<file path="src/rtl/perf_bus_arbiter_if.sv">
// Shared-port arbiter bus: two requesting masters plus the registered peripheral port.
// slave is the arbiter's view; master is the view of the surrounding masters and peripheral.
interface perf_bus_arbiter_if #(
    parameter int ADDR_WIDTH = 64,
    parameter int DATA_WIDTH = 64
);
    logic                  m0_req;
    logic                  m1_req;
    logic [ADDR_WIDTH-1:0] m0_addr;
    logic [ADDR_WIDTH-1:0] m1_addr;
    logic [DATA_WIDTH-1:0] m0_wdata;
    logic [DATA_WIDTH-1:0] m1_wdata;
    logic                  m0_wen;
    logic                  m1_wen;
    logic                  m0_lock;
    logic                  m1_lock;
    logic                  m0_gnt;
    logic                  m1_gnt;
    logic [DATA_WIDTH-1:0] m0_rdata;
    logic [DATA_WIDTH-1:0] m1_rdata;
    logic                  m0_rvalid;
    logic                  m1_rvalid;
    logic [ADDR_WIDTH-1:0] s_addr;
    logic [DATA_WIDTH-1:0] s_wdata;
    logic                  s_wen;
    logic [DATA_WIDTH-1:0] s_rdata;

    modport slave (
        input  m0_req, m1_req, m0_addr, m1_addr,
        input  m0_wdata, m1_wdata, m0_wen, m1_wen,
        input  m0_lock, m1_lock, s_rdata,
        output m0_gnt, m1_gnt, m0_rdata, m1_rdata,
        output m0_rvalid, m1_rvalid,
        output s_addr, s_wdata, s_wen
    );

    modport master (
        output m0_req, m1_req, m0_addr, m1_addr,
        output m0_wdata, m1_wdata, m0_wen, m1_wen,
        output m0_lock, m1_lock, s_rdata,
        input  m0_gnt, m1_gnt, m0_rdata, m1_rdata,
        input  m0_rvalid, m1_rvalid,
        input  s_addr, s_wdata, s_wen
    );
endinterface

</file>
<file path="src/rtl/perf_bus_arbiter.sv">
// Two-master round-robin arbiter for the shared peripheral port,
// with ownership lock and bounded-wait preemption of a locked owner.
module perf_bus_arbiter #(
    parameter int ADDR_WIDTH = 64,
    parameter int DATA_WIDTH = 64,
    parameter int MAX_HOLD   = 8
) (
    input logic               clk,
    input logic               rst,
    perf_bus_arbiter_if.slave bus
);
    localparam int HW = $clog2(MAX_HOLD + 1);

    typedef enum logic [1:0] {
        IDLE  = 2'd0,
        LOCK0 = 2'd1,
        LOCK1 = 2'd2
    } state_e;

    state_e          state_q, state_d;
    logic            last_q, last_d;
    logic [HW-1:0]   hold_q, hold_d;
    logic            g0, g1;
    logic            hold_max;

    logic [ADDR_WIDTH-1:0] s_addr_q;
    logic [DATA_WIDTH-1:0] s_wdata_q;
    logic                  s_wen_q;
    logic                  rd0_q, rd1_q;
    logic                  rv0_q, rv1_q;
    logic [DATA_WIDTH-1:0] rdata0_q, rdata1_q;

    assign hold_max = (hold_q == HW'(MAX_HOLD));

    always_ff @(posedge clk or negedge rst) begin
        if (!rst) begin
            state_q <= IDLE;
            last_q  <= 1'b1;
            hold_q  <= '0;
        end else begin
            state_q <= state_d;
            last_q  <= last_d;
            hold_q  <= hold_d;
        end
    end

    always_comb begin
        state_d = state_q;
        last_d  = last_q;
        hold_d  = '0;
        if (g0) begin
            state_d = bus.m0_lock ? LOCK0 : IDLE;
            last_d  = 1'b0;
        end else if (g1) begin
            state_d = bus.m1_lock ? LOCK1 : IDLE;
            last_d  = 1'b1;
        end
        // Count only denials of the waiting master while the same lock persists
        if (state_q == LOCK0 && state_d == LOCK0 && bus.m1_req && !g1)
            hold_d = hold_max ? hold_q : hold_q + HW'(1);
        if (state_q == LOCK1 && state_d == LOCK1 && bus.m0_req && !g0)
            hold_d = hold_max ? hold_q : hold_q + HW'(1);
    end

    always_comb begin
        g0 = 1'b0;
        g1 = 1'b0;
        unique case (state_q)
            IDLE: begin
                if (bus.m0_req && bus.m1_req) begin
                    g0 = last_q;
                    g1 = !last_q;
                end else begin
                    g0 = bus.m0_req;
                    g1 = bus.m1_req;
                end
            end
            LOCK0: begin
                g1 = bus.m1_req && hold_max;
                g0 = bus.m0_req && !g1;
            end
            LOCK1: begin
                g0 = bus.m0_req && hold_max;
                g1 = bus.m1_req && !g0;
            end
            default: ;
        endcase
    end

    always_ff @(posedge clk or negedge rst) begin
        if (!rst) begin
            s_addr_q  <= '0;
            s_wdata_q <= '0;
            s_wen_q   <= 1'b0;
            rd0_q     <= 1'b0;
            rd1_q     <= 1'b0;
            rv0_q     <= 1'b0;
            rv1_q     <= 1'b0;
            rdata0_q  <= '0;
            rdata1_q  <= '0;
        end else begin
            if (g0) begin
                s_addr_q  <= bus.m0_addr;
                s_wdata_q <= bus.m0_wdata;
            end else if (g1) begin
                s_addr_q  <= bus.m1_addr;
                s_wdata_q <= bus.m1_wdata;
            end
            s_wen_q <= (g0 && bus.m0_wen) || (g1 && bus.m1_wen);
            rd0_q   <= g0 && !bus.m0_wen;
            rd1_q   <= g1 && !bus.m1_wen;
            rv0_q   <= rd0_q;
            rv1_q   <= rd1_q;
            if (rd0_q) rdata0_q <= bus.s_rdata;
            if (rd1_q) rdata1_q <= bus.s_rdata;
        end
    end

    assign bus.m0_gnt    = g0;
    assign bus.m1_gnt    = g1;
    assign bus.s_addr    = s_addr_q;
    assign bus.s_wdata   = s_wdata_q;
    assign bus.s_wen     = s_wen_q;
    assign bus.m0_rdata  = rdata0_q;
    assign bus.m1_rdata  = rdata1_q;
    assign bus.m0_rvalid = rv0_q;
    assign bus.m1_rvalid = rv1_q;
endmodule
</file>
<file path="src/flat_wrapper.sv">
// flat-port wrapper written by rule: the top's interface ports become plain ports
module perf_bus_arbiter_flat 
#(
    parameter int ADDR_WIDTH = 64,
    parameter int DATA_WIDTH = 64,
    parameter int MAX_HOLD   = 8
)
  (clk, rst, bus_m0_req, bus_m1_req, bus_m0_addr, bus_m1_addr, bus_m0_wdata, bus_m1_wdata, bus_m0_wen, bus_m1_wen, bus_m0_lock, bus_m1_lock, bus_s_rdata, bus_m0_gnt, bus_m1_gnt, bus_m0_rdata, bus_m1_rdata, bus_m0_rvalid, bus_m1_rvalid, bus_s_addr, bus_s_wdata, bus_s_wen);
  perf_bus_arbiter_if #(.ADDR_WIDTH(ADDR_WIDTH), .DATA_WIDTH(DATA_WIDTH)) bus_i ();
  input logic clk;
  input logic rst;
  input wire logic [$bits(bus_i.m0_req)-1:0] bus_m0_req;
  input wire logic [$bits(bus_i.m1_req)-1:0] bus_m1_req;
  input wire logic [$bits(bus_i.m0_addr)-1:0] bus_m0_addr;
  input wire logic [$bits(bus_i.m1_addr)-1:0] bus_m1_addr;
  input wire logic [$bits(bus_i.m0_wdata)-1:0] bus_m0_wdata;
  input wire logic [$bits(bus_i.m1_wdata)-1:0] bus_m1_wdata;
  input wire logic [$bits(bus_i.m0_wen)-1:0] bus_m0_wen;
  input wire logic [$bits(bus_i.m1_wen)-1:0] bus_m1_wen;
  input wire logic [$bits(bus_i.m0_lock)-1:0] bus_m0_lock;
  input wire logic [$bits(bus_i.m1_lock)-1:0] bus_m1_lock;
  input wire logic [$bits(bus_i.s_rdata)-1:0] bus_s_rdata;
  output wire logic [$bits(bus_i.m0_gnt)-1:0] bus_m0_gnt;
  output wire logic [$bits(bus_i.m1_gnt)-1:0] bus_m1_gnt;
  output wire logic [$bits(bus_i.m0_rdata)-1:0] bus_m0_rdata;
  output wire logic [$bits(bus_i.m1_rdata)-1:0] bus_m1_rdata;
  output wire logic [$bits(bus_i.m0_rvalid)-1:0] bus_m0_rvalid;
  output wire logic [$bits(bus_i.m1_rvalid)-1:0] bus_m1_rvalid;
  output wire logic [$bits(bus_i.s_addr)-1:0] bus_s_addr;
  output wire logic [$bits(bus_i.s_wdata)-1:0] bus_s_wdata;
  output wire logic [$bits(bus_i.s_wen)-1:0] bus_s_wen;
  assign bus_i.m0_req = bus_m0_req;
  assign bus_i.m1_req = bus_m1_req;
  assign bus_i.m0_addr = bus_m0_addr;
  assign bus_i.m1_addr = bus_m1_addr;
  assign bus_i.m0_wdata = bus_m0_wdata;
  assign bus_i.m1_wdata = bus_m1_wdata;
  assign bus_i.m0_wen = bus_m0_wen;
  assign bus_i.m1_wen = bus_m1_wen;
  assign bus_i.m0_lock = bus_m0_lock;
  assign bus_i.m1_lock = bus_m1_lock;
  assign bus_i.s_rdata = bus_s_rdata;
  assign bus_m0_gnt = bus_i.m0_gnt;
  assign bus_m1_gnt = bus_i.m1_gnt;
  assign bus_m0_rdata = bus_i.m0_rdata;
  assign bus_m1_rdata = bus_i.m1_rdata;
  assign bus_m0_rvalid = bus_i.m0_rvalid;
  assign bus_m1_rvalid = bus_i.m1_rvalid;
  assign bus_s_addr = bus_i.s_addr;
  assign bus_s_wdata = bus_i.s_wdata;
  assign bus_s_wen = bus_i.s_wen;
  perf_bus_arbiter #(.ADDR_WIDTH(ADDR_WIDTH), .DATA_WIDTH(DATA_WIDTH), .MAX_HOLD(MAX_HOLD)) u_core (.clk(clk), .rst(rst), .bus(bus_i));
endmodule
</file>
<file path="config.mk">
export PLATFORM = sky130hd
export DESIGN_NAME = perf_bus_arbiter_flat
export DESIGN_NICKNAME = d
export VERILOG_FILES = /design/src/rtl/perf_bus_arbiter_if.sv /design/src/rtl/perf_bus_arbiter.sv /design/src/flat_wrapper.sv
export SDC_FILE = /design/constraint.sdc
export NUM_CORES = 1
export LEC_CHECK = 0
export ABC_AREA = 0
export CAP_MARGIN = 30
export CORE_AREA = 2 2 227 229
export DETAILED_ROUTE_END_ITERATION = 8
export DIE_AREA = 0 0 229 231
export DONT_BUFFER_PORTS = 1
export HOLD_SLACK_MARGIN = 0.15
export PLACE_DENSITY = 0.39
export SLEW_MARGIN = 20
export SYNTH_ARGS = -nofsm -noshare
export SYNTH_HDL_FRONTEND = slang
export SYNTH_SLANG_ARGS = --single-unit
</file>
<file path="constraint.sdc">
create_clock -name clk -period 2.06 [get_ports clk]
set_input_delay 0.412 -clock clk [delete_from_list [all_inputs] [get_ports clk]]
set_output_delay 0.412 -clock clk [all_outputs]
set_load 0.05 [all_outputs]
</file>
==> impl_metrics.env, run 1 <==
export IMPL_outcome="complete, but fails checks"
export IMPL_violations="negative hold slack, negative setup slack"
export IMPL_required_ps=1650
export IMPL_area_growth_pct=58.4
export IMPL_dr_pass1_iters=5
export IMPL_start_util=0.215
export IMPL_grt_pass1_vias=9699
export IMPL_setup_tns_ps=-5060
export IMPL_skew_ps=24.5
export IMPL_cap_violations=0
export IMPL_nets=1675
export IMPL_synth_seq_cells=268
export IMPL_io_buffer_count=0
export IMPL_yosysWarnings=0
export IMPL_dp_cells=1644
export IMPL_finalPower_w=0.0339
export IMPL_cp_arrival_ps=2020
export IMPL_io_pins=589
export IMPL_dp_worst_setup_slack_ps=-65.1
export IMPL_synthTopCellsByArea="dfrtp_1 61%, mux2_2 13%, a21oi_1 7.7%"
export IMPL_setup_viol=80
export IMPL_crit_family="buffers and inverters"
export IMPL_via_per_inst=4.58
export IMPL_die_x_um=229
export IMPL_synthCells=980
export IMPL_yosysTopAreaCell="dfrtp_1"
export IMPL_finalCriticalPeriod_ps=2440
export IMPL_place_gp_congestion=0.797
export IMPL_rsz0062_at_grt="true"
export IMPL_postRouteWirelength_mm=42.3
export IMPL_die_area_sq_um=52900
export IMPL_slew_violations=0
export IMPL_clock_sinks=268
export IMPL_swShare=0.537
export IMPL_grt_use_met3=0.0450
export IMPL_postCtsHoldBufs=325
export IMPL_grt_pass1_wl_mm=58.8
export IMPL_power_density_nw_per_um2=1960
export IMPL_rr_startpoint="u_core.hold_q[0]"
export IMPL_slew_headroom=0.166
export IMPL_worstPathMaxFanout=5
export IMPL_critPathKind="reg -> out"
export IMPL_ant_nets=0
export IMPL_grt_use_met1=0.162
export IMPL_finalHoldViolCount=267
export IMPL_cp_slowest_cell="dfrtp_1"
export IMPL_htree_levels=1
export IMPL_fmax_mhz=411
export IMPL_grtUsageTotal=0.143
export IMPL_clkTransAtPathRegs_ps=60
export IMPL_dieHeight_um=231
export IMPL_vias=9389
export IMPL_rows=83
export IMPL_clockPowerShare=0.161
export IMPL_crit_path_max_incr_delay_ps=390
export IMPL_critical_path_cell_chain="inv_2 -> ha_4 -> nand3b_4 -> a31o_1 -> a22oi_2 -> bufinv_8 -> buf_12"
export IMPL_finalCritPeriodShare=1.18
export IMPL_peakVddDrop_v=0.000962
export IMPL_clockBufferDepth=3
export IMPL_netlist_area_leader_share=0.613
export IMPL_yosysSeqAreaShare=0.615
export IMPL_p_leak_nw=7.16
export IMPL_seq_power_share=0.576
export IMPL_r2r_cells=10
export IMPL_hold_class="in -> async"
export IMPL_coreArea_sq_um=50700
export IMPL_syn_avg_cell_area_sq_um=11.1
export IMPL_drt_iter0_markers=463
export IMPL_yosys_cell_types_count=30
export IMPL_tightestPinTransition_ps=1250
export IMPL_switchingPower_w=0.0182
export IMPL_post_route_drc_count=0
export IMPL_power_frac_comb=0.264
export IMPL_reg2reg_to="u_core.bus.s_wdata[27]"
export IMPL_hold_ws_ps=-470
export IMPL_dp_hpwl_mm=26.3
export IMPL_drive_above_1_share=0.246
export IMPL_top_usage_layer="met2"
export IMPL_cts_buffers=30
export IMPL_synth_nets=1310
export IMPL_synth_area_sq_um=10900
export IMPL_crit_path_end_kind="output pin"
export IMPL_clk_latency_ps=580
export IMPL_critPathBufInv=3
export IMPL_use_met2=0.248
export IMPL_drt_wirelength_per_cell_um=20.7
export IMPL_grt_ovfl_total=0
export IMPL_cts_tree="built"
export IMPL_grt_max_degree=269
export IMPL_antenna_found_initial=3
export IMPL_p_int_w=0.0157
export IMPL_r2r_slack_ps=-110
export IMPL_start_kind="flop"
export IMPL_cts_root_buffer="clkbuf_16"
export IMPL_final_instance_count_excl_fill=2049
export IMPL_setup_slack_ps=-375
==> layout by cell type, fill, tap and decap left out, types with 2 or more instances in the layout <==
cell type	netlist	final
inv_2	2	2
nor3_1	47	40
o21ai_0	2	2
mux2_2	129	129
dfrtp_1	267	265
dlygate4sd3_1	0	325
inv_4	0	2
a21oi_2	0	33
clkbuf_16	0	41
clkinv_2	0	4
nand2_4	0	14
o22ai_1	46	38
o22ai_2	0	6
a21oi_1	167	134
nand2_2	0	4
buf_8	0	2
buf_4	0	35
inv_1	4	2
dfrtp_2	0	2
nor2_1	140	140
buf_6	1	4
clkbuf_1	25	5
clkbuf_8	0	12
buf_12	0	23
nor2b_1	2	2
nand2_1	86	68
nor3_2	0	7
buf_16	0	3
o22ai_4	0	2
==> power groups by stage <==
stage | registers, W | clock network (W) | logic (W)
after floorplan | 0.0185 | 0 | 0.00485
after global placement | 0.0196 | 0 | 0.00636
after CTS | 0.0195 | 0.00565 | 0.00752
after global routing | 0.0198 | 0.00585 | 0.00967
after detailed placement | 0.0195 | 0 | 0.00653
final | 0.0195 | 0.00545 | 0.00893
==> timing repair <==
action	in CTS	in global routing
resized for setup	19	101
buffers inserted	5	3
endpoints found under the hold margin	533	268
endpoints found under the setup margin	103	131
pin swaps	3	26
cloned	4	12
==> metal layers <==
layer | wire [um] | up-vias
met4 | 1560 | 4
met2 | 20900 | 523
met5 | 27 | -
li1 | - | 4134
met1 | 16000 | 4621
met3 | 3880 | 107
==> Yosys cell counts <==
library cell	count
a21oi_1	167
a22o_1	1
a22oi_2	1
a311oi_1	1
a31o_1	1
a32oi_1	1
and3b_1	1
buf_1	4
buf_2	42
buf_6	1
clkbuf_1	25
dfrtp_1	267
dfstp_2	1
ha_1	2
inv_1	4
inv_2	2
mux2_2	129
mux2i_1	1
nand2_1	86
nand3_1	1
nand3b_4	1
nor2_1	140
nor2b_1	2
nor3_1	47
o2111ai_1	1
o211ai_2	1
o21ai_0	2
o22ai_1	46
xnor2_1	1
xor2_1	1
==> registers in the layout (all words and copies together), names as in the netlist <==
register	count
u_core.rd1_q	1
u_core.hold_q	4
u_core.bus.s_wdata	64
u_core.bus.s_addr	64
u_core.last_q	1
u_core.bus.m0_rvalid	1
u_core.state_q	2
u_core.rd0_q	1
u_core.bus.s_wen	1
u_core.bus.m1_rdata	64
u_core.bus.m1_rvalid	1
u_core.bus.m0_rdata	64
==> metrics by stage <==
stage          cell area (sq um)   util  hold WS (ps)
2_1_floorplan              10900      -           116
3_3_place_gp               12100  0.238           122
3_5_place_dp               12100  0.238           123
4_1_cts                    16500  0.326          -534
5_1_grt                    17300  0.341          -506
6_report                   17300  0.341          -470
==> cells by family (layout without fill, tap and decap cells) <==
| logic type | after synthesis | after routing | share of synthesized area |
|---|---|---|---|
| fa+ha+maj | 2 | 2 | 0.00230 |
| compound gates | 222 | 222 | 0.110 |
| buf+inv | 78 | 466 | 0.0324 |
| xor+xnor | 2 | 2 | 0.00161 |
| simple gates | 278 | 278 | 0.104 |
| flops | 268 | 268 | 0.616 |
| other cells | 0 | 1 | 0 |
| mux | 130 | 130 | 0.134 |
==> final cells by class <==
cell class | instances | area, sq um
Fill cell | 4981 | 33400
Tap cell | 680 | 851
Timing Repair inverter | 1 | 6.26
Sequential cell | 268 | 6710
Inverter | 6 | 38.8
Clock buffer | 47 | 935
Multi-Input combinational cell | 634 | 4200
Clock inverter | 8 | 82.6
Timing Repair Buffer | 404 | 4440
Antenna cell | 1 | 2.50
==> worst max-delay path by stage <==
stage                           endpoint             start  slack (ps)  cells past startpoint
global placement    u_core.bus.s_addr[2]  u_core.hold_q[0]         -60                      8
CTS                           bus_m1_gnt  u_core.hold_q[1]        -430                      7
global route                  bus_m1_gnt  u_core.hold_q[0]        -470                      7
finish                        bus_m1_gnt  u_core.hold_q[0]        -380                      7
detailed placement  u_core.bus.s_addr[2]  u_core.hold_q[0]         -70                      8
floorplan                     bus_m1_gnt  u_core.hold_q[0]           7                      8
No activity file was read; power rests on OpenSTA's default activity.
==> run 2: changes to the inputs <==
- PLACE_DENSITY: 0.39 -> 0.35
==> impl_metrics.env, run 2 (synthesized netlist as in run 1, its figures left out) <==
export IMPL_required_ps=1650
export IMPL_setup_slack_ps=-312
export IMPL_coreArea_sq_um=50700
export IMPL_tightestPinTransition_ps=755
export IMPL_place_gp_congestion=0.773
export IMPL_finalHoldViolCount=267
export IMPL_nets=1705
export IMPL_die_x_um=229
export IMPL_grt_max_degree=269
export IMPL_setup_viol=134
export IMPL_hold_ws_ps=-415
export IMPL_grt_pass1_wl_mm=61.6
export IMPL_rsz0062_at_grt="true"
export IMPL_critPathKind="reg -> out"
export IMPL_setup_tns_ps=-18950
export IMPL_cap_violations=0
export IMPL_drive_above_1_share=0.333
export IMPL_cp_arrival_ps=1960
export IMPL_start_util=0.215
export IMPL_layout_commonest_cell="dlygate4sd3_1"
export IMPL_crit_path_max_incr_delay_ps=370
export IMPL_io_pins=589
export IMPL_cts_tree="built"
export IMPL_antenna_found_initial=1
export IMPL_dieHeight_um=231
export IMPL_via_per_inst=4.63
export IMPL_grt_pass1_vias=9955
export IMPL_critical_path_cell_chain="inv_1 -> ha_2 -> nand3b_4 -> a31o_1 -> a22oi_2 -> buf_6 -> inv_12 -> buf_12"
export IMPL_cts_root_buffer="clkbuf_16"
export IMPL_dr_pass1_iters=5
export IMPL_peakVddDrop_v=0.00103
export IMPL_nFillCells=4887
export IMPL_finalCritPeriodShare=1.15
export IMPL_outcome="complete, but fails checks"
export IMPL_hold_class="in -> async"
export IMPL_post_route_drc_count=0
export IMPL_die_area_sq_um=52900
export IMPL_slew_violations=0
export IMPL_skew_ps=14.0
export IMPL_clkTransAtPathRegs_ps=60
export IMPL_drt_iter0_markers=494
export IMPL_worstPathMaxFanout=5
export IMPL_final_cell_mix="325 x dlygate4sd3_1, 264 x dfrtp_1, 136 x nor2_1, 129 x mux2_2, 84 x a21oi_2"
export IMPL_fmax_mhz=422
export IMPL_p_leak_nw=7.50
export IMPL_postRouteWirelength_mm=44.4
export IMPL_final_cell_area_sq_um=18500
export IMPL_cts_buffers=34
export IMPL_htree_levels=2
export IMPL_area_growth_pct=70.2
export IMPL_grtUsageTotal=0.151
export IMPL_rows=83
export IMPL_antenna_cells=0
export IMPL_drt_wirelength_per_cell_um=21.4
export IMPL_clockBufferDepth=3
export IMPL_io_buffer_count=0
export IMPL_crit_path_end_kind="output pin"
export IMPL_dpl_cell_area_sq_um=12100
export IMPL_power_density_nw_per_um2=1960
export IMPL_start_kind="flop"
export IMPL_slew_headroom=0.497
export IMPL_finalCriticalPeriod_ps=2370
export IMPL_ant_nets=0
export IMPL_dp_hpwl_mm=25.7
export IMPL_clock_sinks=268
export IMPL_clk_latency_ps=530
export IMPL_postCtsHoldBufs=325
export IMPL_violations="negative hold slack, negative setup slack"
export IMPL_grt_ovfl_total=0
export IMPL_vias=9614
export IMPL_cp_slowest_cell="dfrtp_1"
## run 2: changes by cell type in the layout (fill, tap and decap cells not counted), moves of 12 or more
cell     change
a21oi_1     -78
nor3_1      -40
a21oi_2     +51
nor3_2      +27
a21oi_4     +27
buf_16      +19
nor3_4      +13
nand2_1     +14
nand2_4     -14
buf_6       +12
## run 2: area by class of cell
type / count / area (sq um) / area share
Multi-Input combinational cell: 634 / 4820 / 0.260
Clock inverter: 8 / 108 / 0.00580
Timing Repair Buffer: 431 / 5010 / 0.270
Inverter: 6 / 37.5 / 0.00202
Tap cell: 680 / 851 / 0.0459
Clock buffer: 51 / 1000 / 0.0542
Sequential cell: 268 / 6710 / 0.362
## run 2: path summary, 6_finish.rpt
path,startpoint,cells after the start,slack [ps],to
min in group clk,bus_m1_wdata[44],3,240,u_core.bus.s_wdata[44]
min reg2reg,u_core.hold_q[0],2,530,u_core.hold_q[0]
max reg2reg,u_core.hold_q[1],13,-220,u_core.hold_q[2]
max in group asynchronous,rst,0,1830,u_core.bus.s_wdata[30]
max,u_core.hold_q[1],8,-310,bus_m1_gnt
min,rst,0,-420,u_core.bus.m0_rdata[12]
## run 2: worst max-delay path: cells and delay by family (launching register included)
kind / cells / cell delay, ps
buffers and inverters: 4 / 390
AOI/OAI and AO/OA: 2 / 380
DFF: 1 / 370
adders and majority gates: 1 / 190
and+or+nand+nor: 1 / 90
## run 2: stage by stage
step / cells / setup WS [ps] / power (W) / util / hold slack, ps
after CTS: 2051 / -350 / 0.0348 / 0.347 / -465
final: 2078 / -312 / 0.0363 / 0.366 / -415
after global placement: 1636 / -119 / 0.0261 / 0.238 / 123
after global routing: 2078 / -409 / 0.0379 / 0.366 / -454
after detailed placement: 1636 / -106 / 0.0262 / 0.238 / 122
after floorplan: 980 / 7.47 / 0.0233 / - / 116
## run 2: repair_timing
item	CTS	global route
endpoints found under the setup margin	61	138
cloned	16	10
pin swaps	65	63
hold endpoints to repair	528	268
resized for setup	144	143
setup buffers	16	19
## run 2: layer usage
metal / part of all wire / global-route usage
met1: 0.37 / 0.166
met2: 0.51 / 0.267
met3: 0.085 / 0.0479
met4: 0.037 / 0.0649
met5: 0.00023 / 0
## run 2: report_power, final
group          switching (W)  leakage, nW  internal (W)
Combinational        0.00501         3.82       0.00576
Sequential            0.0118         3.14       0.00776
Clock                0.00234        0.544       0.00362
Total                 0.0192         7.50        0.0171
==> run 3: changes to the inputs <==
- CAP_MARGIN: 30 -> not set
==> results of run 3 <==
Final layout, timing and power as in run 2 (identical DEF).
